==> config.mk <==
export PLATFORM = sky130hd
export DESIGN_NAME = miner_ctrl
export DESIGN_NICKNAME = d
export VERILOG_FILES = /design/src/rtl/miner_ctrl.sv
export SDC_FILE = /design/constraint.sdc
export NUM_CORES = 2
export LEC_CHECK = 0
export BUFFER_PORTS_ARGS = -buffer_cell sky130_fd_sc_hd__clkbuf_2
export CORE_AREA = 2 2 609 611
export DETAILED_ROUTE_END_ITERATION = 6
export DIE_AREA = 0 0 611 613
export REMOVE_ABC_BUFFERS = 1
export SKIP_CTS_REPAIR_TIMING = 1
export SYNTH_ARGS = -nofsm -noshare
export SYNTH_HDL_FRONTEND = slang
export SYNTH_SLANG_ARGS = --single-unit
export TNS_END_PERCENT = 20
==> constraint.sdc <==
create_clock -name clk -period 7.9 [get_ports clk]
set_input_delay 0.395 -clock clk [delete_from_list [all_inputs] [get_ports clk]]
set_output_delay 0.395 -clock clk [all_outputs]
set_load 0.02 [all_outputs]
==> src/rtl/miner_ctrl.sv <==
// Nonce-search controller: sweeps an inclusive nonce range through an external double-SHA-256 miner and reports hit/exhaust/timeout.
// Latency: start -> LAUNCH next cycle; per nonce 3 cycles plus miner latency; result visible the cycle after miner_done.
// Backpressure: none; start and header writes are dropped while busy, miner_done is only honoured in WAIT.
//
// Ports:
//   clk, rst                        clock and synchronous active-high reset
//   hdr_we/hdr_addr/hdr_wdata       header word writes (words 0..18), IDLE only
//   target, nonce_start, nonce_end  search parameters, latched on accepted start
//   start                           one-cycle search request
//   busy, found, exhausted, timeout status; flags held until next accepted start
//   result_nonce, result_hash       last completed attempt (hash in display byte order)
//   miner_block, miner_rst          drive to the miner core
//   miner_hashed, miner_done        digest and completion from the miner core
module miner_ctrl #(
    parameter int TIMEOUT_CYCLES = 4096
) (
    input  logic         clk,
    input  logic         rst,
    input  logic         hdr_we,
    input  logic [4:0]   hdr_addr,
    input  logic [31:0]  hdr_wdata,
    input  logic [255:0] target,
    input  logic [31:0]  nonce_start,
    input  logic [31:0]  nonce_end,
    input  logic         start,
    output logic         busy,
    output logic         found,
    output logic         exhausted,
    output logic         timeout,
    output logic [31:0]  result_nonce,
    output logic [255:0] result_hash,
    output logic [639:0] miner_block,
    output logic         miner_rst,
    input  logic [255:0] miner_hashed,
    input  logic         miner_done
);

    localparam int HDR_WORDS = 19;
    // Counter only needs to reach TIMEOUT_CYCLES-1.
    localparam int CW = (TIMEOUT_CYCLES > 1) ? $clog2(TIMEOUT_CYCLES) : 1;
    localparam logic [CW-1:0] CNT_LAST = CW'(TIMEOUT_CYCLES - 1);

    typedef enum logic [1:0] {
        S_IDLE,
        S_LAUNCH,
        S_WAIT,
        S_CHECK
    } state_t;

    state_t         state_q, state_d;
    logic [31:0]    nonce_q, nonce_d;
    logic [31:0]    nonce_end_q, nonce_end_d;
    logic [255:0]   target_q, target_d;
    logic [CW-1:0]  cnt_q, cnt_d;
    logic           found_q, found_d;
    logic           exhausted_q, exhausted_d;
    logic           timeout_q, timeout_d;
    logic [31:0]    res_nonce_q, res_nonce_d;
    logic [255:0]   res_hash_q, res_hash_d;
    logic [31:0]    hdr_q [HDR_WORDS];
    logic           hdr_wr;

    // The miner returns the digest in SHA byte order; the numeric/display
    // value used for the target compare is its byte reversal.
    function automatic logic [255:0] byte_rev(input logic [255:0] v);
        logic [255:0] r;
        r = '0;
        for (int i = 0; i < 32; i++) begin
            r[8*i +: 8] = v[255-8*i -: 8];
        end
        return r;
    endfunction

    // Header writes are accepted in IDLE, including the cycle start is taken,
    // so that write is already visible in LAUNCH.
    assign hdr_wr = hdr_we && (state_q == S_IDLE) && (hdr_addr < 5'(HDR_WORDS));

    always_comb begin
        state_d     = state_q;
        nonce_d     = nonce_q;
        nonce_end_d = nonce_end_q;
        target_d    = target_q;
        cnt_d       = cnt_q;
        found_d     = found_q;
        exhausted_d = exhausted_q;
        timeout_d   = timeout_q;
        res_nonce_d = res_nonce_q;
        res_hash_d  = res_hash_q;

        unique case (state_q)
            S_IDLE: begin
                if (start) begin
                    nonce_d     = nonce_start;
                    nonce_end_d = nonce_end;
                    target_d    = target;
                    found_d     = 1'b0;
                    exhausted_d = 1'b0;
                    timeout_d   = 1'b0;
                    state_d     = S_LAUNCH;
                end
            end
            S_LAUNCH: begin
                cnt_d   = '0;
                state_d = S_WAIT;
            end
            S_WAIT: begin
                if (miner_done) begin
                    res_hash_d  = byte_rev(miner_hashed);
                    res_nonce_d = nonce_q;
                    state_d     = S_CHECK;
                end else if (cnt_q == CNT_LAST) begin
                    timeout_d = 1'b1;
                    state_d   = S_IDLE;
                end else begin
                    cnt_d = cnt_q + 1'b1;
                end
            end
            S_CHECK: begin
                if (res_hash_q <= target_q) begin
                    found_d = 1'b1;
                    state_d = S_IDLE;
                end else if (nonce_q == nonce_end_q) begin
                    exhausted_d = 1'b1;
                    state_d     = S_IDLE;
                end else begin
                    // Natural 32-bit wrap gives the 0xFFFFFFFF -> 0 sweep.
                    nonce_d = nonce_q + 32'd1;
                    state_d = S_LAUNCH;
                end
            end
            default: state_d = S_IDLE;
        endcase
    end

    always_ff @(posedge clk) begin
        if (rst) begin
            state_q     <= S_IDLE;
            nonce_q     <= '0;
            nonce_end_q <= '0;
            target_q    <= '0;
            cnt_q       <= '0;
            found_q     <= 1'b0;
            exhausted_q <= 1'b0;
            timeout_q   <= 1'b0;
            res_nonce_q <= '0;
            res_hash_q  <= '0;
            for (int i = 0; i < HDR_WORDS; i++) begin
                hdr_q[i] <= '0;
            end
        end else begin
            state_q     <= state_d;
            nonce_q     <= nonce_d;
            nonce_end_q <= nonce_end_d;
            target_q    <= target_d;
            cnt_q       <= cnt_d;
            found_q     <= found_d;
            exhausted_q <= exhausted_d;
            timeout_q   <= timeout_d;
            res_nonce_q <= res_nonce_d;
            res_hash_q  <= res_hash_d;
            if (hdr_wr) begin
                hdr_q[hdr_addr] <= hdr_wdata;
            end
        end
    end

    always_comb begin
        miner_block = '0;
        for (int i = 0; i < HDR_WORDS; i++) begin
            miner_block[639-32*i -: 32] = hdr_q[i];
        end
        // Nonce goes into the block little-endian, as in the raw header.
        miner_block[31:0] = {nonce_q[7:0], nonce_q[15:8], nonce_q[23:16], nonce_q[31:24]};
    end

    // Miner is held in reset everywhere except while a digest is pending or
    // being checked, so each LAUNCH gives exactly one reset pulse per nonce.
    assign miner_rst    = (state_q == S_IDLE) || (state_q == S_LAUNCH);
    assign busy         = (state_q != S_IDLE);
    assign found        = found_q;
    assign exhausted    = exhausted_q;
    assign timeout      = timeout_q;
    assign result_nonce = res_nonce_q;
    assign result_hash  = res_hash_q;

endmodule

==> results.toml <==
[grt]
grt_max_degree = 147
grt_pass1_vias = 42010
grt_pass1_wl_um = 347000
grt_usage = 0.1328
antenna_found_initial = 103
overflow = 0

[floorplan]
coreArea_um2 = 367700
die_width_um = 611
ioPinCount = 1551
die_h_um = 613
fp-row-count = 223
dieArea_um2 = 374500
start_util = 0.1377

[clocking]
cts_made_buffers = 151
cts_max_path_buffers = 4
cts_tree = "built"
htreeDepth = 4
clkTransAtPathRegs_ns = 0.06
clock_latency_ns = 0.83
cts_root_buf = "clkbuf_16"
clkSinkCount = 1233

[synthesis]
netlist_area_um2 = 50640
yosysUniqueCellTypes = 68
synth_seq_cells = 1233
synth_top_area_cell = "edfxtp_1"
netlist.area_leader.share = 0.3416
synth-async-reset-ratio = 0
avgSynthCellArea_um2 = 9.505
synth_warnings = 0
synthFlopType = "dfxtp_1"
synth_edf_count = 576
ys_seq_area_frac = 0.6013
yosys-top-cells-area = "edfxtp_1 (34%), dfxtp_1 (26%), nand2_1 (9.6%)"
synth_commonest_cells = "nand2_1 (1293), a21oi_1 (751), dfxtp_1 (657)"
syn_inst = 5328
yosysMostFrequentCell = "nand2_1"

[timing]
grt_setup_unrepaired = "no"
hold_viol_final = 0
min_period_ns = 5.559
max_slew_margin = 0.2463
whs_ns = 0.09090
slew_viol_final = 0
tightestPinTransition_ns = 1.131
fin_crit_sh = 0.7036
setup_viol = 0
tns_ns = 0
fmax_ghz = 0.1799
fin_skew_ns = 0.05814

[finish]
layout.nets = 8276
drive_gt1_frac = 0.2586
syn_to_final_growth_pct = 48.66
fillCellCount = 40290
design_area_um2 = 75280

[power_and_ir_drop]
cellPowerDensity_nw_per_um2 = 218.9
peakVddDrop_mv = 0.1795
leakagePower_nw = 30.28
finalPower_mw = 16.48

[setup_path]
cpPeakStageDelay_ns = 0.85
critPathSlowestCell = "nor4_2"
timing.critical_path.cells = "inv_1 > ha_1 > nand4_1 > nor4_2 > nand4_1 > or4_4 > or4_4 > nand2_2 > o21bai_2 > o211ai_4 > nand2b_2 > o21ai_0"
cp_max_fo = 28
worst-path-buf-inv = 1
start_kind = "register"
cp.required_ns = 8.54
crit_type = "register to register"
cp_top_family = "simple AND/OR/NAND/NOR gates"
end_kind = "register"
arrival_ns = 6.20

[run]
maxCapViolCount = 0

[route]
wirelength_um = 268900
ant_nets = 0
drt_iter0_markers = 3918
drc = 0
dr.pass1.iters = 6
wl_per_cell_um = 21.67
vias = 47760
viasPerCell = 3.850

[place]
dp_hpwl_um = 205900
placed_cell_area_um2 = 64100
numPortBuffers = 1550
gp_congestion = 0.8902

[status]
outcome = "completed"

[worst_hold_path]
hp-class = "input port to register"
[power by group]
part	internal (mW)	switching, mW	total, mW	leakage [nW]
clock network	4.02	2.99	7.02	2.39
registers	6.96	0.194	7.16	11.3
logic	0.794	1.51	2.30	16.6
[metal layers]
layer,part of all wire,global-route usage,vias to the layer above
met5,0.00099,0,-
met4,0.064,0.06851,40
met3,0.065,0.02783,681
met2,0.52,0.2496,2252
met1,0.35,0.1380,22710
li1,-,-,22090
[path summary, 6_finish.rpt]
check                                   from                   endpoint  slack, ns  cells after the start
setup / recovery  target_q[139]$_SDFFE_PP0P_   nonce_q[10]$_SDFFE_PP0P_       2.34                     12
setup reg to reg  target_q[139]$_SDFFE_PP0P_   nonce_q[10]$_SDFFE_PP0P_       2.34                     12
hold reg to reg    target_q[29]$_SDFFE_PP0P_  target_q[29]$_SDFFE_PP0P_       0.45                      2
hold / removal                    miner_done     cnt_q[10]$_SDFFE_PP0P_       0.09                      4
[kinds of logic (layout without fill, tap and decap cells)]
group           after synthesis  count (layout)  share of synthesized area
compound gates              935             935                     0.1003
xor+xnor                     35              35                   0.006053
fa+ha+maj                   258             258                    0.06374
buf+inv                     641            2826                    0.04825
flops                      1233            1233                     0.6013
mux                           1               1                  0.0001977
other cells                   0              55                          0
simple gates               2225            2225                     0.1801
[state kept, by name (all words and copies together) (netlist names), 2 cells and up]
name / flops
hdr_q: 608
result_hash: 256
target_q: 256
nonce_end_q: 32
nonce_q: 32
result_nonce: 32
cnt_q: 12
state_q: 2
[cell type report]
| class | instances | area [µm²] | share of cell area |
|---|---|---|---|
| sequential | 1233 | 30450 | 0.4045 |
| multi-input combinational | 3454 | 17980 | 0.2388 |
| timing repair buffer | 2246 | 14590 | 0.1939 |
| tap | 4837 | 6052 | 0.08039 |
| clock buffer | 197 | 4165 | 0.05533 |
| inverter | 314 | 1179 | 0.01566 |
| clock inverter | 69 | 725.7 | 0.009640 |
| antenna | 55 | 137.6 | 0.001828 |
[per-stage QoR]
stage	setup slack, ns	std cells	utilization
3_5_place_dp	2.201	11470	0.1743
2_1_floorplan	0.6700	5001	-
4_1_cts	2.168	11740	0.1876
3_3_place_gp	1.717	11470	0.1743
5_1_grt	2.137	12380	0.2046
6_report	2.341	12410	0.2047
[cell usage in the layout, fill, tap and decap left out, types with 12 or more instances in the layout]
master	synthesis	routed
a211oi_1	20	18
a21o_1	19	19
a21oi_1	751	751
a221oi_1	12	12
and2_1	38	37
and3_1	41	40
buf_4	4	76
clkbuf_1	315	28
clkbuf_16	0	154
clkbuf_2	0	1549
clkbuf_8	0	15
clkinv_2	0	20
dfxtp_1	657	657
diode_2	0	55
dlygate4sd3_1	1	615
edfxtp_1	576	576
ha_1	258	258
inv_1	314	314
inv_6	0	12
nand2_1	1293	1256
nand2_2	1	37
nand3_1	44	40
nand4_1	74	74
nor2_1	610	606
nor3_1	37	35
nor4_1	30	27
o21ai_0	50	49
xnor2_1	12	12
xor2_1	23	23
[tightest hold or removal path, stage by stage]
cell      delay [ns]
clkbuf_2        0.15
nor2_1          0.10
a31oi_1         0.14
nor4_1          0.06
(Power assumes the default switching activity.)
